==> src/rtl/btn_scan_pkg.sv <==
// Shared types and helpers for the button scan controller.
// Holds the FSM state encoding and a constant-foldable clog2.
package btn_scan_pkg;

  typedef enum logic [1:0] {
    ST_IDLE   = 2'd0,
    ST_SETTLE = 2'd1,
    ST_EMIT   = 2'd2
  } state_t;

  function automatic int clog2(input int value);
    int w;
    w = 0;
    while ((32'sd1 << w) < value) begin
      w = w + 1;
    end
    return w;
  endfunction

endpackage

==> src/rtl/btn_scan_ctrl_rr_pick.sv <==
// Combinational round-robin arbiter: first set bit of cand at or after rr_ptr,
// wrapping modulo N.
module rr_pick
  import btn_scan_pkg::*;
#(
  parameter int N     = 4,
  parameter int IDX_W = clog2(N)
) (
  input  logic [N-1:0]     cand,
  input  logic [IDX_W-1:0] rr_ptr,
  output logic             found,
  output logic [IDX_W-1:0] idx
);

  int pos_s;

  // Scan N slots starting at rr_ptr; the first candidate seen wins.
  always_comb begin
    found = 1'b0;
    idx   = '0;
    pos_s = 0;
    for (int k = 0; k < N; k++) begin
      pos_s = (int'(rr_ptr) + k >= N) ? int'(rr_ptr) + k - N : int'(rr_ptr) + k;
      if (!found && cand[pos_s[IDX_W-1:0]]) begin
        found = 1'b1;
        idx   = pos_s[IDX_W-1:0];
      end else begin
        found = found;
      end
    end
  end

endmodule

==> src/rtl/btn_scan_ctrl.sv <==
// Debounces N buttons with one shared settle counter granted round-robin,
// and reports confirmed level changes on a valid/ready event port.
module btn_scan_ctrl
  import btn_scan_pkg::*;
#(
  parameter int N     = 4,
  parameter int LIMIT = 650000,
  parameter int CNT_W = 20,
  parameter int IDX_W = clog2(N)
) (
  input  logic             clk,
  input  logic             rst_n,
  input  logic [N-1:0]     btn_in,
  output logic [N-1:0]     btn_state,
  output logic             ev_valid,
  input  logic             ev_ready,
  output logic [IDX_W-1:0] ev_idx,
  output logic             ev_press,
  output logic             busy
);

  if (LIMIT < 2 || (LIMIT - 1) >= (64'sd1 <<< CNT_W)) begin : g_cnt_w_check
    $error("btn_scan_ctrl: LIMIT-1 does not fit in CNT_W bits or LIMIT < 2");
  end

  logic [N-1:0]     sync1_r, sync_r;
  logic [N-1:0]     btn_state_r, btn_state_s;
  state_t           state_r, state_s;
  logic [IDX_W-1:0] idx_r, idx_s;
  logic             lvl_r, lvl_s;
  logic [CNT_W-1:0] cnt_r, cnt_s;
  logic [IDX_W-1:0] rr_ptr_r, rr_ptr_s;
  logic             ev_valid_r, ev_valid_s;
  logic [IDX_W-1:0] ev_idx_r, ev_idx_s;
  logic             ev_press_r, ev_press_s;
  logic             busy_r;
  logic [N-1:0]     cand_s;
  logic             pick_found_s;
  logic [IDX_W-1:0] pick_idx_s;
  logic [IDX_W-1:0] idx_inc_s;

  // Buttons whose synchronized level disagrees with the debounced level.
  assign cand_s    = sync_r ^ btn_state_r;
  assign idx_inc_s = (idx_r == IDX_W'(N - 1)) ? IDX_W'(0) : idx_r + IDX_W'(1);

  rr_pick #(.N(N), .IDX_W(IDX_W)) u_rr_pick (
    .cand   (cand_s),
    .rr_ptr (rr_ptr_r),
    .found  (pick_found_s),
    .idx    (pick_idx_s)
  );

  // Next-state and output decode for the grant / settle / emit sequence.
  always_comb begin
    state_s     = state_r;
    idx_s       = idx_r;
    lvl_s       = lvl_r;
    cnt_s       = cnt_r;
    rr_ptr_s    = rr_ptr_r;
    btn_state_s = btn_state_r;
    ev_valid_s  = ev_valid_r;
    ev_idx_s    = ev_idx_r;
    ev_press_s  = ev_press_r;
    case (state_r)
      ST_IDLE: begin
        if (pick_found_s) begin
          idx_s   = pick_idx_s;
          lvl_s   = sync_r[pick_idx_s];
          cnt_s   = '0;
          state_s = ST_SETTLE;
        end else begin
          state_s = ST_IDLE;
        end
      end
      ST_SETTLE: begin
        if (sync_r[idx_r] != lvl_r) begin
          // A bounce on the granted button forfeits its turn.
          rr_ptr_s = idx_inc_s;
          state_s  = ST_IDLE;
        end else if (cnt_r == CNT_W'(LIMIT - 1)) begin
          btn_state_s[idx_r] = lvl_r;
          ev_idx_s           = idx_r;
          ev_press_s         = lvl_r;
          ev_valid_s         = 1'b1;
          state_s            = ST_EMIT;
        end else begin
          cnt_s = cnt_r + CNT_W'(1);
        end
      end
      ST_EMIT: begin
        if (ev_ready) begin
          ev_valid_s = 1'b0;
          rr_ptr_s   = idx_inc_s;
          state_s    = ST_IDLE;
        end else begin
          state_s = ST_EMIT;
        end
      end
      default: begin
        state_s = ST_IDLE;
      end
    endcase
  end

  // State, synchronizer and registered outputs with synchronous reset.
  always_ff @(posedge clk) begin
    if (!rst_n) begin
      sync1_r     <= '0;
      sync_r      <= '0;
      state_r     <= ST_IDLE;
      idx_r       <= '0;
      lvl_r       <= 1'b0;
      cnt_r       <= '0;
      rr_ptr_r    <= '0;
      btn_state_r <= '0;
      ev_valid_r  <= 1'b0;
      ev_idx_r    <= '0;
      ev_press_r  <= 1'b0;
      busy_r      <= 1'b0;
    end else begin
      sync1_r     <= btn_in;
      sync_r      <= sync1_r;
      state_r     <= state_s;
      idx_r       <= idx_s;
      lvl_r       <= lvl_s;
      cnt_r       <= cnt_s;
      rr_ptr_r    <= rr_ptr_s;
      btn_state_r <= btn_state_s;
      ev_valid_r  <= ev_valid_s;
      ev_idx_r    <= ev_idx_s;
      ev_press_r  <= ev_press_s;
      busy_r      <= (state_s != ST_IDLE);
    end
  end

  assign btn_state = btn_state_r;
  assign ev_valid  = ev_valid_r;
  assign ev_idx    = ev_idx_r;
  assign ev_press  = ev_press_r;
  assign busy      = busy_r;

endmodule

==> config.mk <==
export PLATFORM = sky130hd
export DESIGN_NAME = btn_scan_ctrl
export DESIGN_NICKNAME = d
export VERILOG_FILES = /design/src/rtl/btn_scan_pkg.sv /design/src/rtl/btn_scan_ctrl_rr_pick.sv /design/src/rtl/btn_scan_ctrl.sv
export SDC_FILE = /design/constraint.sdc
export NUM_CORES = 1
export LEC_CHECK = 0
export CAP_MARGIN = 10
export CORE_MARGIN = 3
export CORE_UTILIZATION = 50
export CTS_CLUSTER_DIAMETER = 150
export DETAILED_ROUTE_END_ITERATION = 8
export GPL_TIMING_DRIVEN = 0
export PLACE_DENSITY_LB_ADDON = 0.12
export RECOVER_POWER = 25
export SLEW_MARGIN = 20
export SYNTH_ARGS = -nofsm -noshare
export SYNTH_HDL_FRONTEND = slang
export SYNTH_SLANG_ARGS = --single-unit
==> constraint.sdc <==
create_clock -name clk -period 2.02 [get_ports clk]
set_input_delay 0.404 -clock clk [delete_from_list [all_inputs] [get_ports clk]]
set_output_delay 0.404 -clock clk [all_outputs]
set_load 0.01 [all_outputs]
# --- Yosys cells after proc, flatten, opt, wreduce, memory -nomap -nowiden ---
# Index checks and enable logic that the tools add are counted.
word_totals:
  reg_bits: 44
  word_cells: 105
  in_bits: 7
  output_inout_bits: 9
op_classes:
  n_mux: 44
  n_lt_le_gt_ge: 11
  n_eq_ne: 11
  n_addsub: 9
  bitwise_logic: 2
  reduce_logical: 16
ops:
  columns: ["op", "count"]
  rows:
  - ["$mux W20", 3]
  - ["$pmux W20 S2", 1]
  - ["$mux W2", 14]
  - ["$add A20 B1 Y20 const B", 1]
  - ["$eq A20 B20 Y1 const B", 1]
  - ["$lt A2 B3 Y1 const B", 6]
  - ["$mux W1", 15]
  - ["$bmux W1 S2", 6]
  - ["$ne A2 B2 Y1 const B", 6]
  - ["$ge A3 B3 Y1 const B", 3]
  - ["$reduce_and A4 Y1", 2]
  - ["$sub A2 B1 Y2 const B", 4]
  - ["$add A2 B2 Y3 const B", 2]
  - ["$pmux W2 S3", 1]
  - ["$reduce_and A3 Y1", 2]
  - ["$reduce_bool A2 Y1", 3]
  - ["$bwmux W4", 1]
  - ["$eq A2 B2 Y1 const B", 2]
  - ["$logic_and A1 B1 Y1", 4]
  - ["$pmux W2 S2", 1]
  - ["$xor A4 B4 Y4", 1]
  - ["$add A2 B1 Y3 const B", 1]
  - ["$ge A2 B3 Y1 const B", 1]
  - ["$logic_not A1 Y1", 3]
  - ["other kinds (9)", 9]

# --- Logic depth before layout (Yosys ltp) ---
# Gate-level depths: netlist (run 1).
logic_depth:
  ltp_word: 17
  depth_mapped: 7
  mapped_depth_nobuf: 6

# --- Hierarchy ---
# A second synthesis (run 1) with hierarchy kept.
hier_totals:
  hier_cells: 272
  area_unflattened_um2: 2309.7
modules_own_cells:
  columns: ["module", "cells_each", "seq_area_each_um2", "instances", "area_per_inst_um2"]
  rows:
  - ["btn_scan_ctrl", 257, 880.8, 1, 2232.1]
  - ["rr_pick", 15, 0.0, 1, 77.6]

# --- Worst setup path before layout (run 1) ---
# OpenSTA, ideal clock, no wires.
synth_timing:
  path_kind: "register -> register"
  startpoint: "reg idx_r[0]"
  endpoint: "reg cnt_r[18]"
  period_less_slack_ns: 2.080
  setup_time_ns: 0.070
  required_ns: 1.950
  setup_slack_ns: -0.060
  path_stages_with_launch: 6
  arrival_time_ns: 2.009
  n_path_buf: 0
  path_cell_list: "dfxtp_1 > mux4_2 > xor2_1 > or3_1 > or3_1 > a21oi_1"
synth_between:
  elab_chain_cells: 5
synth_rtl:
  columns: ["item", "line_no", "text"]
  rows:
  - ["from (decl)", "btn_scan_ctrl.sv:29", "logic [IDX_W-1:0] idx_r, idx_s;"]
  - ["from (signal assigned)", "btn_scan_ctrl.sv:124", "idx_r <= idx_s;"]
  - ["$bmux W1 S2", "btn_scan_ctrl.sv:76", "if (sync_r[idx_r] != lvl_r) begin"]
  - ["$mux W1 (implied by the code)", "btn_scan_ctrl.sv:76", null]
  - ["$ne A1 B1 Y1", "btn_scan_ctrl.sv:76", null]
  - ["$ne A2 B2 Y1 (no line)", null, null]
  - ["$reduce_and A4 Y1 (no line)", null, null]
  - ["to (signal assigned)", "btn_scan_ctrl.sv:126", "cnt_r <= cnt_s;"]
  - ["to (decl)", "btn_scan_ctrl.sv:31", "logic [CNT_W-1:0] cnt_r, cnt_s;"]
# No other way between the ends. The select of a mux whose other input is x is not followed.
# A chain may end at the register's enable or synchronous reset.

# --- Final worst setup path (run 1) ---
layout_timing:
  startpoint: "reg sync_r[0]"
  endpoint: "reg cnt_r[18]"
layout_between:
  elab_chain_cells: 15
  elab_cells_between_ends: 25
  classes_between: "eq/ne: 3; mux: 14; bitwise: 1; reduce/logical: 7"
layout_rtl:
  columns: ["item", "line_no", "text"]
  rows:
  - ["from (decl)", "btn_scan_ctrl.sv:26", "logic [N-1:0] sync1_r, sync_r;"]
  - ["from (signal assigned)", "btn_scan_ctrl.sv:122", "sync_r <= sync1_r;"]
  - ["$xor A4 B4 Y4", "btn_scan_ctrl.sv:43", "assign cand_s = sync_r ^ btn_state_r;"]
  - ["$bmux W1 S2", "btn_scan_ctrl_rr_pick.sv:24", "if (!found && cand[pos_s[IDX_W-1:0]]) begin"]
  - ["$mux W1 (implied by the code)", "btn_scan_ctrl_rr_pick.sv:24", null]
  - ["$mux W1", "btn_scan_ctrl_rr_pick.sv:24", null]
  - ["$logic_not A1 Y1", "btn_scan_ctrl_rr_pick.sv:24", null]
  - ["$logic_and A1 B1 Y1", "btn_scan_ctrl_rr_pick.sv:24", null]
  - ["$mux W1", "btn_scan_ctrl_rr_pick.sv:24", null]
  - ["$logic_not A1 Y1", "btn_scan_ctrl_rr_pick.sv:24", null]
  - ["$logic_and A1 B1 Y1", "btn_scan_ctrl_rr_pick.sv:24", null]
  - ["$mux W1", "btn_scan_ctrl_rr_pick.sv:24", null]
  - ["$logic_not A1 Y1", "btn_scan_ctrl_rr_pick.sv:24", null]
  - ["$logic_and A1 B1 Y1", "btn_scan_ctrl_rr_pick.sv:24", null]
  - ["$mux W1", "btn_scan_ctrl_rr_pick.sv:24", null]
  - ["$ne A2 B2 Y1 (no line)", null, null]
  - ["$reduce_and A4 Y1 (no line) (*)", null, null]
# Mark *: on every way between the ends. The rest lies on a longest branch, timed or not. The select of a mux whose other input is x is not followed.

==> results.yml, run 1 <==
detailed_routing:
  drt-pass1-iter-count: 6
  drc: 0
  detailroute.via_count: 1941
  drt_first_iter_violations: 275
  via_per_inst: 6.20
  avgRoutedWirePerCell_um: 16.0
  ant_nets: 0
  total_wire_length_after_detailed_routing_um: 5020
clocking:
  clkTransAtPathRegs_ns: 0.09
  clock_tree_from_tritoncts: "done"
  cts.hold.buffers_added: 0
  cts_htree_levels: 2
  cts_buffers: 5
  clock_tree.root_cell: "clkbuf_8"
  cts-root-to-sink-buffers: 2
  clock_latency_late_sink_ns: 0.30
  cts_sinks: 44
floorplanning:
  core_region_area_sq_um: 3850
  die-area_sq_um: 5020
  initial_core_util_pct: 54.5
  floorplan.rows: 22
  dieHeight_um: 70.8
  die_w_um: 70.8
  io_pins: 16
timing:
  timing.final.hold_violations: 0
  worst_pin_slew_ns: 0.617
  finalCriticalPeriod_ns: 2.17
  fmax_mhz: 462
  final_critical_path_setup_slack_ns: -0.146
  period_share_pct: 107
  clock_skew_ns: 0.00864
  setup-violations-final: 18
  rsz0062_at_grt: "true"
  timing_max_transition_violations_final: 0
  timing.max_slew.rel_slack_pct: 58.7
finish:
  diodes: 0
  most_used_cells_in_the_layout_excluding_fill_and_tap_cells: "38 x dfxtp_1, 24 x a21oi_1, 14 x or3_1, 14 x clkdlybuf4s50_1"
  share_of_cells_above_drive_strength_1_pct: 20.0
  n_fill_cell: 316
  final_nets: 276
  area.growth.synth_to_final_pct: 26.5
  mostFrequentLayoutCell: "dfxtp_1"
pwr:
  internal_power_mw: 1.21
  power_density_nw_per_um2: 619
  report.power.total_mw: 1.65
  ir_worst_vdd_mv: 0.539
  power_share_of_the_combinational_group_pct: 9.7
  power.share.switching_pct: 26.8
  power.share.clock_pct: 35.5
  power_switching_mw: 0.442
  power.leakage_nw: 0.867
  power_frac_seq_pct: 54.8
yosys:
  flip_flop_cell_with_the_highest_count_after_synthesis: "dfxtp_1"
  netlist_instances: 231
  syn-cell-area_sq_um: 2100
  synth_seq_area_share_pct: 41.9
  synth_enable_flop_cells: 0
  synthesis.nets: 243
  synth_cell_type_count: 42
  synth-seq-cells: 44
  avgSynthCellArea_sq_um: 9.10
  yosysWarnings: 0
  synth-async-reset-ratio_pct: 0
placement:
  post-dp-hpwl_um: 3080
  place_ws_ns: -0.400
  io_buffer_count: 14
  gp_routability_congestion: 0.844
setup_path:
  worstPathMaxFanout: 4
  worstPathRequired_ns: 2.25
  worst-endpoint-arrival_ns: 2.40
  startpoint: "sync_r[0]"
  worst_r2r_startpoint: "sync_r[0]"
  cp-start-kind: "register"
  critical_path.endpoint_type: "register"
  classification_of_the_worst_setup_path: "reg2reg"
global_routing:
  grt_first_pass_wirelength_um: 8360
  vias_in_the_first_global_route: 1772
  grt_max_degree: 17
  number_of_antenna_violations_at_the_first_check_in_global_routing: 0
  global_route.overflow_total: 0
  grt_util_all_layers_pct: 20.6
worst_hold_path:
  min-delay-path-class: "in2reg"
  startpoint_of_the_most_critical_hold_path: "rst_n"
status:
  failed_checks: "negative setup slack"
  outcome: "finished with violations"
run:
  max_cap_viols: 0
-- through the flow --
stage	setup TNS [ns]	utilization (%)	cell area, sq um	hold slack [ns]	cells
after floorplan	0	-	2100	0.406	231
after global placement	-5.59	59.8	2300	0.408	293
after detailed placement	-6.44	59.8	2300	0.416	293
after CTS	-1.43	66.7	2570	0.384	311
after global routing	-3.46	69.0	2660	0.374	313
final	-1.56	69.0	2660	0.374	313
-- Yosys cell counts, types with 2 or more instances --
master	instances	area share, %
nor3_1	3	0.71
nor2_1	13	2.3
clkbuf_1	4	0.71
nand2_1	13	2.3
ha_1	5	3.0
nand4_1	7	2.1
or3_1	16	4.8
or4_1	5	1.8
dfxtp_1	44	42
and4_1	2	0.83
a211oi_1	5	1.8
o31ai_1	5	1.8
mux2i_1	8	3.8
xor2_1	4	1.7
o21ai_0	14	3.3
and2_1	8	2.4
o221ai_1	3	1.3
xnor2_1	3	1.3
inv_1	9	1.6
nor4b_1	2	0.83
o2111ai_2	2	1.4
a21oi_1	26	6.2
nand3_1	10	2.4
buf_6	2	1.1
-- power groups by stage --
stage | Combinational [mW] | Clock, mW | Sequential [mW]
3_3_place_gp | 0.136 | 0 | 0.922
3_5_place_dp | 0.138 | 0 | 0.922
4_1_cts | 0.150 | 0.590 | 0.901
6_report | 0.160 | 0.584 | 0.903
5_1_grt | 0.174 | 0.633 | 0.906
2_1_floorplan | 0.0998 | 0 | 0.919
-- state kept, by name (all words and copies together), names as in the netlist --
name	cells
ev_press	1
lvl_r	1
btn_state	4
sync_r	4
rr_ptr_r	2
ev_idx	2
ev_valid	1
busy	1
cnt_r	20
idx_r	2
sync1_r	4
state_r	2
-- final timing paths --
| kind | end | slack, ns | cells after the start |
|---|---|---|---|
| worst max-delay path | cnt_r[18] | -0.15 | 5 |
| worst min-delay path | cnt_r[0] | 0.37 | 3 |
| worst max register to register | cnt_r[18] | -0.15 | 5 |
| worst min register to register | sync_r[0] | 0.44 | 1 |
-- metal layers --
layer	global-route usage [%]	wire, um
met1	30.3	2360
met2	28.6	2190
met3	3.84	346
met4	10.0	129
met5	0	0
-- area by class of cell --
| class | instances | area (sq um) | share of cell area [%] |
|---|---|---|---|
| flip-flops and latches | 44 | 891 | 33.5 |
| inverters | 9 | 33.8 | 1.27 |
| plain buffers | 8 | 62.6 | 2.35 |
| multi-input cells | 170 | 1270 | 47.9 |
| well taps | 48 | 60.1 | 2.26 |
| repair buffers | 26 | 243 | 9.13 |
| clock buffers | 5 | 68.8 | 2.59 |
| clock inverters | 3 | 26.3 | 0.988 |
-- repair_timing --
| item | 4_1_cts | 5_1_grt |
|---|---|---|
| pin swaps | 12 | 5 |
| setup endpoints to repair | 31 | 34 |
| gates cloned | 2 | 0 |
| gates resized for setup | 19 | 20 |
| buffers inserted | 8 | 2 |
-- critical path, stage by stage, from the launching register on --
cell and delay (ns):
dfxtp_1 0.38, mux4_2 0.58, xor2_2 0.23, or3_1 0.43, or3_1 0.33, a21oi_1 0.15
-- logic make-up after synthesis --
kind of cell / count (synthesis) / synth area share, %
flip-flops: 44 / 41.9
multiplexers: 10 / 5.42
AO/OA/AOI/OAI: 61 / 18.3
adder cells (fa/ha/maj): 5 / 2.98
XOR/XNOR: 8 / 3.69
AND/OR/NAND/NOR: 86 / 23.5
buffers and inverters: 17 / 4.23
Power figures use the tool's default switching activity.
==> run 2: changes to the inputs <==
Settings changed: CORE_ASPECT_RATIO from default to 0.5, SYNTH_HIERARCHICAL from default to 1.
==> run 2 against run 1 <==
The flow still finishes with violations (negative setup slack). Synthesized area grew 9.9%. Hold slack gained 0.060 ns. Total power increased by 7.0%. Clock skew down 0.0052 ns. Final cell count rose by 16%. Register-to-register slack better by 0.07 ns. Via count grew 17%. Wire length is 23% higher. First-iteration DRC count is 42% lower. Non-clock buffer count is 6 higher. Critical path depth grew 2. Largest cell class unchanged.
==> results.yml, run 2 <==
detailed_routing:
  total_wire_length_after_detailed_routing_um: 6160
  drt-pass1-iter-count: 5
  drc: 0
  detailroute.via_count: 2273
  drt_first_iter_violations: 159
  ant_nets: 0
  avgRoutedWirePerCell_um: 17.0
  via_per_inst: 6.28
worst_hold_path:
  min-delay-path-class: "reg2reg"
yosys:
  synth-async-reset-ratio_pct: 0
  yosysWarnings: 6
  syn-cell-area_sq_um: 2310
  synthesis.nets: 284
  synth_most_common_cell: "dfxtp_1"
  synth-simple-area-share_pct: 25.7
  avgSynthCellArea_sq_um: 8.49
  synth_top_family_by_area: "simple AND/OR/NAND/NOR gates"
  synth-seq-cells: 44
  flip_flop_cell_with_the_highest_count_after_synthesis: "dfxtp_1"
  netlist_instances: 272
  synth.top_cell.area_share_pct: 38.1
  synth.top_cells.by_count: "44 x dfxtp_1, 26 x nand3_1, 18 x nand2_1, 17 x a21oi_1, 17 x nor2_1"
  netlist.top_cell.by_area: "dfxtp_1"
  synth.area.top_cells: "dfxtp_1 38%, nand3_1 5.6%, a21oi_1 3.7%"
  synth_mux_area_share_pct: 4.12
  synth_compound_gate_area_share_pct: 21.0
  yosys.area_share.xor_xnor_pct: 3.09
  synth_seq_area_share_pct: 38.1
  synth_enable_flop_cells: 0
  synth_cell_type_count: 52
  synth_fa_ha_area_share_pct: 2.71
global_routing:
  grt_first_pass_wirelength_um: 9560
  grt_util_all_layers_pct: 22.6
  global_route.overflow_total: 0
  vias_in_the_first_global_route: 2045
  number_of_antenna_violations_at_the_first_check_in_global_routing: 0
  grt_max_degree: 16
placement:
  io_buffer_count: 15
  gp_routability_congestion: 0.914
  post-dp-hpwl_um: 4030
timing:
  finalCriticalPeriod_ns: 2.09
  hold_slack_ns: 0.433
  timing_max_transition_violations_final: 0
  period_share_pct: 104
  rsz0062_at_grt: "true"
  final_critical_path_setup_slack_ns: -0.0732
  worst_pin_slew_ns: 0.608
  clock_skew_ns: 0.00346
  timing.max_slew.rel_slack_pct: 59.4
  setup-violations-final: 3
  timing.final.hold_violations: 0
  fmax_mhz: 478
finish:
  diodes: 0
  mostFrequentLayoutCell: "dfxtp_1"
  largest_register: "cnt_r"
  area.sequential_sq_um: 915
  final_nets: 319
  number_of_flip_flops_under_the_largest_register_name: 20
  share_of_cells_above_drive_strength_1_pct: 24.4
  n_fill_cell: 302
  multiInputGateArea_sq_um: 1540
  most_used_cells_in_the_layout_excluding_fill_and_tap_cells: "31 x dfxtp_1, 22 x nand3_1, 17 x nand2_1"
  area.growth.synth_to_final_pct: 29.4
clocking:
  cts_sinks: 44
  clock_tree_from_tritoncts: "done"
  cts_htree_levels: 2
  cts_buffers: 5
  clock_tree.root_cell: "clkbuf_8"
  cts.hold.buffers_added: 0
  clkTransAtPathRegs_ns: 0.09
  cts-root-to-sink-buffers: 2
  clock_latency_late_sink_ns: 0.31
floorplanning:
  initial_core_util_pct: 55.5
  dieHeight_um: 54.1
  die_w_um: 102
  die-area_sq_um: 5520
  core_region_area_sq_um: 4160
  io_pins: 16
  floorplan.rows: 16
run:
  max_cap_viols: 0
pwr:
  ir_worst_vdd_mv: 0.340
  power_density_nw_per_um2: 590
  report.power.total_mw: 1.76
  power.leakage_nw: 1.01
setup_path:
  worstPathMaxFanout: 4
  critical_path_cell_count: 7
  worst_path_dominant_cell_family: "multiplexers"
  critical_path_buf_inv_count: 1
  timing.reg2reg.worst_path_depth: 7
  critical-path-max-stage-delay_ns: 0.54
  worst_path_max_delay_cell: "mux4_2"
  reg2reg_slack_ns: -0.07
  cp-start-kind: "register"
  worstPathCellList: "xor2_4 -> inv_2 -> a221o_1 -> a21oi_2 -> mux4_2 -> mux2i_1 -> nor2_1"
  startpoint: "btn_state[1]"
  worst_r2r_startpoint: "btn_state[1]"
  classification_of_the_worst_setup_path: "reg2reg"
  worst-endpoint-arrival_ns: 2.27
  regToRegEndpoint: "lvl_r"
  critical_path.endpoint: "lvl_r"
  critical_path.endpoint_type: "register"
  worstPathRequired_ns: 2.20
status:
  failed_checks: "negative setup slack"
  outcome: "finished with violations"
-- run 2: cell types whose count changed in the layout (fill, tap and decap cells not counted), moves of 5 or more --
cell | before | now
buf_4 | 7 | 13
o211ai_1 | 0 | 6
o311ai_0 | 0 | 5
dfxtp_4 | 1 | 7
nand3_1 | 10 | 22
or3_1 | 14 | 3
and2_1 | 4 | 9
a21oi_1 | 24 | 15
buf_6 | 7 | 2
dfxtp_1 | 38 | 31
inv_1 | 9 | 15
-- run 2: metrics by stage --
stage	worst slack (ns)	cells	utilization (%)	TNS, ns	cell area [sq um]
after floorplan	-0.0163	272	-	-0.0163	2320
after global placement	-0.487	341	61.0	-6.09	2540
after detailed placement	-0.539	341	61.0	-7.27	2540
after CTS	-0.0431	357	68.4	-0.0431	2850
after global routing	-0.181	362	71.8	-1.15	2990
final	-0.0732	362	71.8	-0.0931	2990
-- run 2: worst min path at each step --
stage / depth (start not counted) / from / slack (ns) / endpoint
2_1_floorplan: 1 / sync1_r[3] / 0.41 / sync_r[3]
5_1_grt: 1 / sync1_r[3] / 0.46 / sync_r[3]
4_1_cts: 1 / sync1_r[3] / 0.44 / sync_r[3]
3_3_place_gp: 1 / sync1_r[3] / 0.41 / sync_r[3]
3_5_place_dp: 1 / sync1_r[3] / 0.42 / sync_r[3]
6_report: 1 / sync1_r[3] / 0.43 / sync_r[3]
-- run 2: what timing repair did --
item,4_1_cts,5_1_grt
buffers inserted,9,4
gates resized for setup,36,25
pin swaps,14,10
gates cloned,0,1
setup endpoints to repair,32,24
-- run 2: metal layers --
metal  up-vias  routed length [um]  global-route usage [%]  share of wire, %
li1       1083                   -                       -                 -
met1      1082                2710                    29.0                44
met2        92                2900                    38.3                47
met3        16                 432                    4.92               7.0
met4         0                 121                    7.84               2.0
met5         -                   0                       0                 0
-- run 2: cell type report --
type / instances / area share, %
inverter: 17 / 2.13
buffer: 11 / 2.05
timing repair buffer: 29 / 8.46
clock inverter: 3 / 0.795
tap: 54 / 2.26
clock buffer: 5 / 2.30
multi-input combinational: 199 / 51.4
sequential: 44 / 30.6
-- run 2: cell families (layout without fill, tap and decap cells) --
| family | after synthesis | in the layout |
|---|---|---|
| and+or+nand+nor | 108 | 108 |
| buffers and inverters | 29 | 65 |
| adders and majority gates | 5 | 5 |
| DFF | 44 | 44 |
| xor gates and xnor gates | 6 | 6 |
| muxes | 7 | 7 |
| AOI/OAI and AO/OA | 73 | 73 |
-- run 2: where the power goes --
group	total [mW]	switching, mW	internal, mW
clock	0.575	0.330	0.245
combinational	0.284	0.165	0.119
sequential	0.904	0.0216	0.882
total	1.76	0.517	1.25
==> run 3: changes to the inputs <==
Settings changed: CTS_BUF_LIST from default to sky130_fd_sc_hd__clkbuf_16.
==> run 3 against run 2 <==
The run still ends with negative setup slack left. Final cell count increased by 4.7%. Wire length increased by 15%. Critical path depth unchanged. Fmax decreased by 1.8%. Setup slack got worse by 0.039 ns. Clock skew increased by 0.0012 ns. Non-clock buffer count increased by 16. Combinational power increased by 8.1%. Global-route usage increased by 0.97 points. Via count increased by 8.1%. Largest cell class unchanged.
==> results.yml, run 3 (same netlist as run 2, synthesis figures left out) <==
clocking:
  clock_tree.root_cell: "clkbuf_16"
  cts.hold.buffers_added: 0
  cts_htree_levels: 2
  cts-root-to-sink-buffers: 2
  clkTransAtPathRegs_ns: 0.06
  clock_latency_late_sink_ns: 0.29
  cts_sinks: 44
  cts_buffers: 5
  clock_tree_from_tritoncts: "done"
finish:
  final_cell_count_no_fill: 379
  multiInputGateArea_sq_um: 1540
  area.sequential_sq_um: 910
  final_nets: 336
  n_fill_cell: 275
  share_of_cells_above_drive_strength_1_pct: 31.1
  design_area_sq_um: 3190
  number_of_flip_flops_under_the_largest_register_name: 20
  diodes: 0
  layout.core_utilization_pct: 76.5
  most_used_cells_in_the_layout_excluding_fill_and_tap_cells: "31 x dfxtp_1, 30 x buf_4, 18 x nand2_1, 17 x nand3_1"
  largest_register: "cnt_r"
  mostFrequentLayoutCell: "dfxtp_1"
  area.growth.synth_to_final_pct: 37.9
detailed_routing:
  total_wire_length_after_detailed_routing_um: 7050
  avgRoutedWirePerCell_um: 18.6
  detailroute.via_count: 2457
  drt-pass1-iter-count: 6
  drt_first_iter_violations: 187
  drc: 0
  via_per_inst: 6.48
  ant_nets: 0
timing:
  worst_pin_slew_ns: 0.563
  fmax_mhz: 469
  final_critical_path_setup_slack_ns: -0.112
  timing_max_transition_violations_final: 0
  timing.max_slew.rel_slack_pct: 62.4
  timing.final.hold_violations: 0
  period_share_pct: 106
  rsz0062_at_grt: "true"
  setup-violations-final: 13
  clock_skew_ns: 0.00464
  finalCriticalPeriod_ns: 2.13
placement:
  io_buffer_count: 15
  post-dp-hpwl_um: 4030
  place_inst: 341
  gp_routability_congestion: 0.914
  place_area_sq_um: 2540
  place_ws_ns: -0.539
pwr:
  power_density_nw_per_um2: 640
  power.leakage_nw: 1.12
  ir_worst_vdd_mv: 0.374
  report.power.total_mw: 2.04
run:
  max_cap_viols: 0
global_routing:
  vias_in_the_first_global_route: 2160
  number_of_antenna_violations_at_the_first_check_in_global_routing: 0
  global_route.usage.met2_pct: 40.6
  grt_first_pass_wirelength_um: 10000
  gr-max-usage-layer: "met2"
  globalRouteMet3Util_pct: 6.08
  grt_max_degree: 16
  grt_util_all_layers_pct: 23.6
  use_met1_pct: 29.1
  global_route.overflow_total: 0
floorplanning:
  die_w_um: 102
  dieHeight_um: 54.1
  floorplan.rows: 16
  die-area_sq_um: 5520
  io_pins: 16
  core_region_area_sq_um: 4160
  initial_core_util_pct: 55.5
status:
  failed_checks: "negative setup slack"
  outcome: "finished with violations"
worst_hold_path:
  min-delay-path-class: "reg2reg"
setup_path:
  worstPathMaxFanout: 10
  worst-endpoint-arrival_ns: 2.29
  cp-start-kind: "input pin"
  classification_of_the_worst_setup_path: "in2reg"
  worstPathRequired_ns: 2.17
  critical_path.endpoint_type: "register"
run 3: cell count changes in the layout (fill, tap and decap cells not counted), moves of 3 or more:
| cell | delta |
|---|---|
| clkbuf_8 | -5 |
| xor2_2 | +3 |
| nand3_1 | -5 |
| clkbuf_16 | +5 |
| and2_0 | +4 |
| and2_1 | -4 |
| nand3_2 | +5 |
| buf_6 | +3 |
| buf_4 | +17 |
| xor2_4 | -3 |
run 3: path summary, 6_finish.rpt:
path / end / slack, ns / from / cells past startpoint
worst max-delay path: cnt_r[4] / -0.11 / rst_n / 7
worst min-delay path: sync_r[3] / 0.43 / sync1_r[3] / 1
worst max register to register: lvl_r / -0.08 / sync_r[1] / 7
worst min register to register: sync_r[3] / 0.43 / sync1_r[3] / 1
run 3: layout make-up:
cell class | count | area share [%]
well taps | 54 | 2.12
plain buffers | 10 | 2.04
repair buffers | 46 | 12.3
clock buffers | 5 | 3.93
clock inverters | 3 | 0.746
flip-flops and latches | 44 | 28.6
multi-input cells | 200 | 48.4
inverters | 17 | 2.00
run 3: metal layers:
layer,wire (um),share of wire [%]
met5,0,0
met1,2880,41
met3,650,9.2
met4,227,3.2
met2,3290,47
run 3: worst max-delay path, stage by stage:
cell and delay (ns):
clkdlybuf4s50_1 0.56, inv_1 0.18, clkbuf_1 0.46, nor2_4 0.10, o21a_1 0.15, o21ai_0 0.27
o31ai_1 0.16
run 3: power by group:
group	total (mW)	switching, mW	internal, mW
clock network	0.823	0.363	0.460
registers	0.909	0.0252	0.884
logic	0.307	0.174	0.133
run 3: timing repair:
action	CTS	global route
setup buffers	13	17
cloned	0	2
resized for setup	41	29
endpoints found under the setup margin	32	28
pin swaps	14	14
run 3: per-stage QoR:
stage,setup TNS (ns),hold WS [ns]
final,-0.600,0.426
after global routing,-1.77,0.451
after CTS,0,0.431
after detailed placement,-7.27,0.416
after global placement,-6.09,0.414
after floorplan,-0.0163,0.406
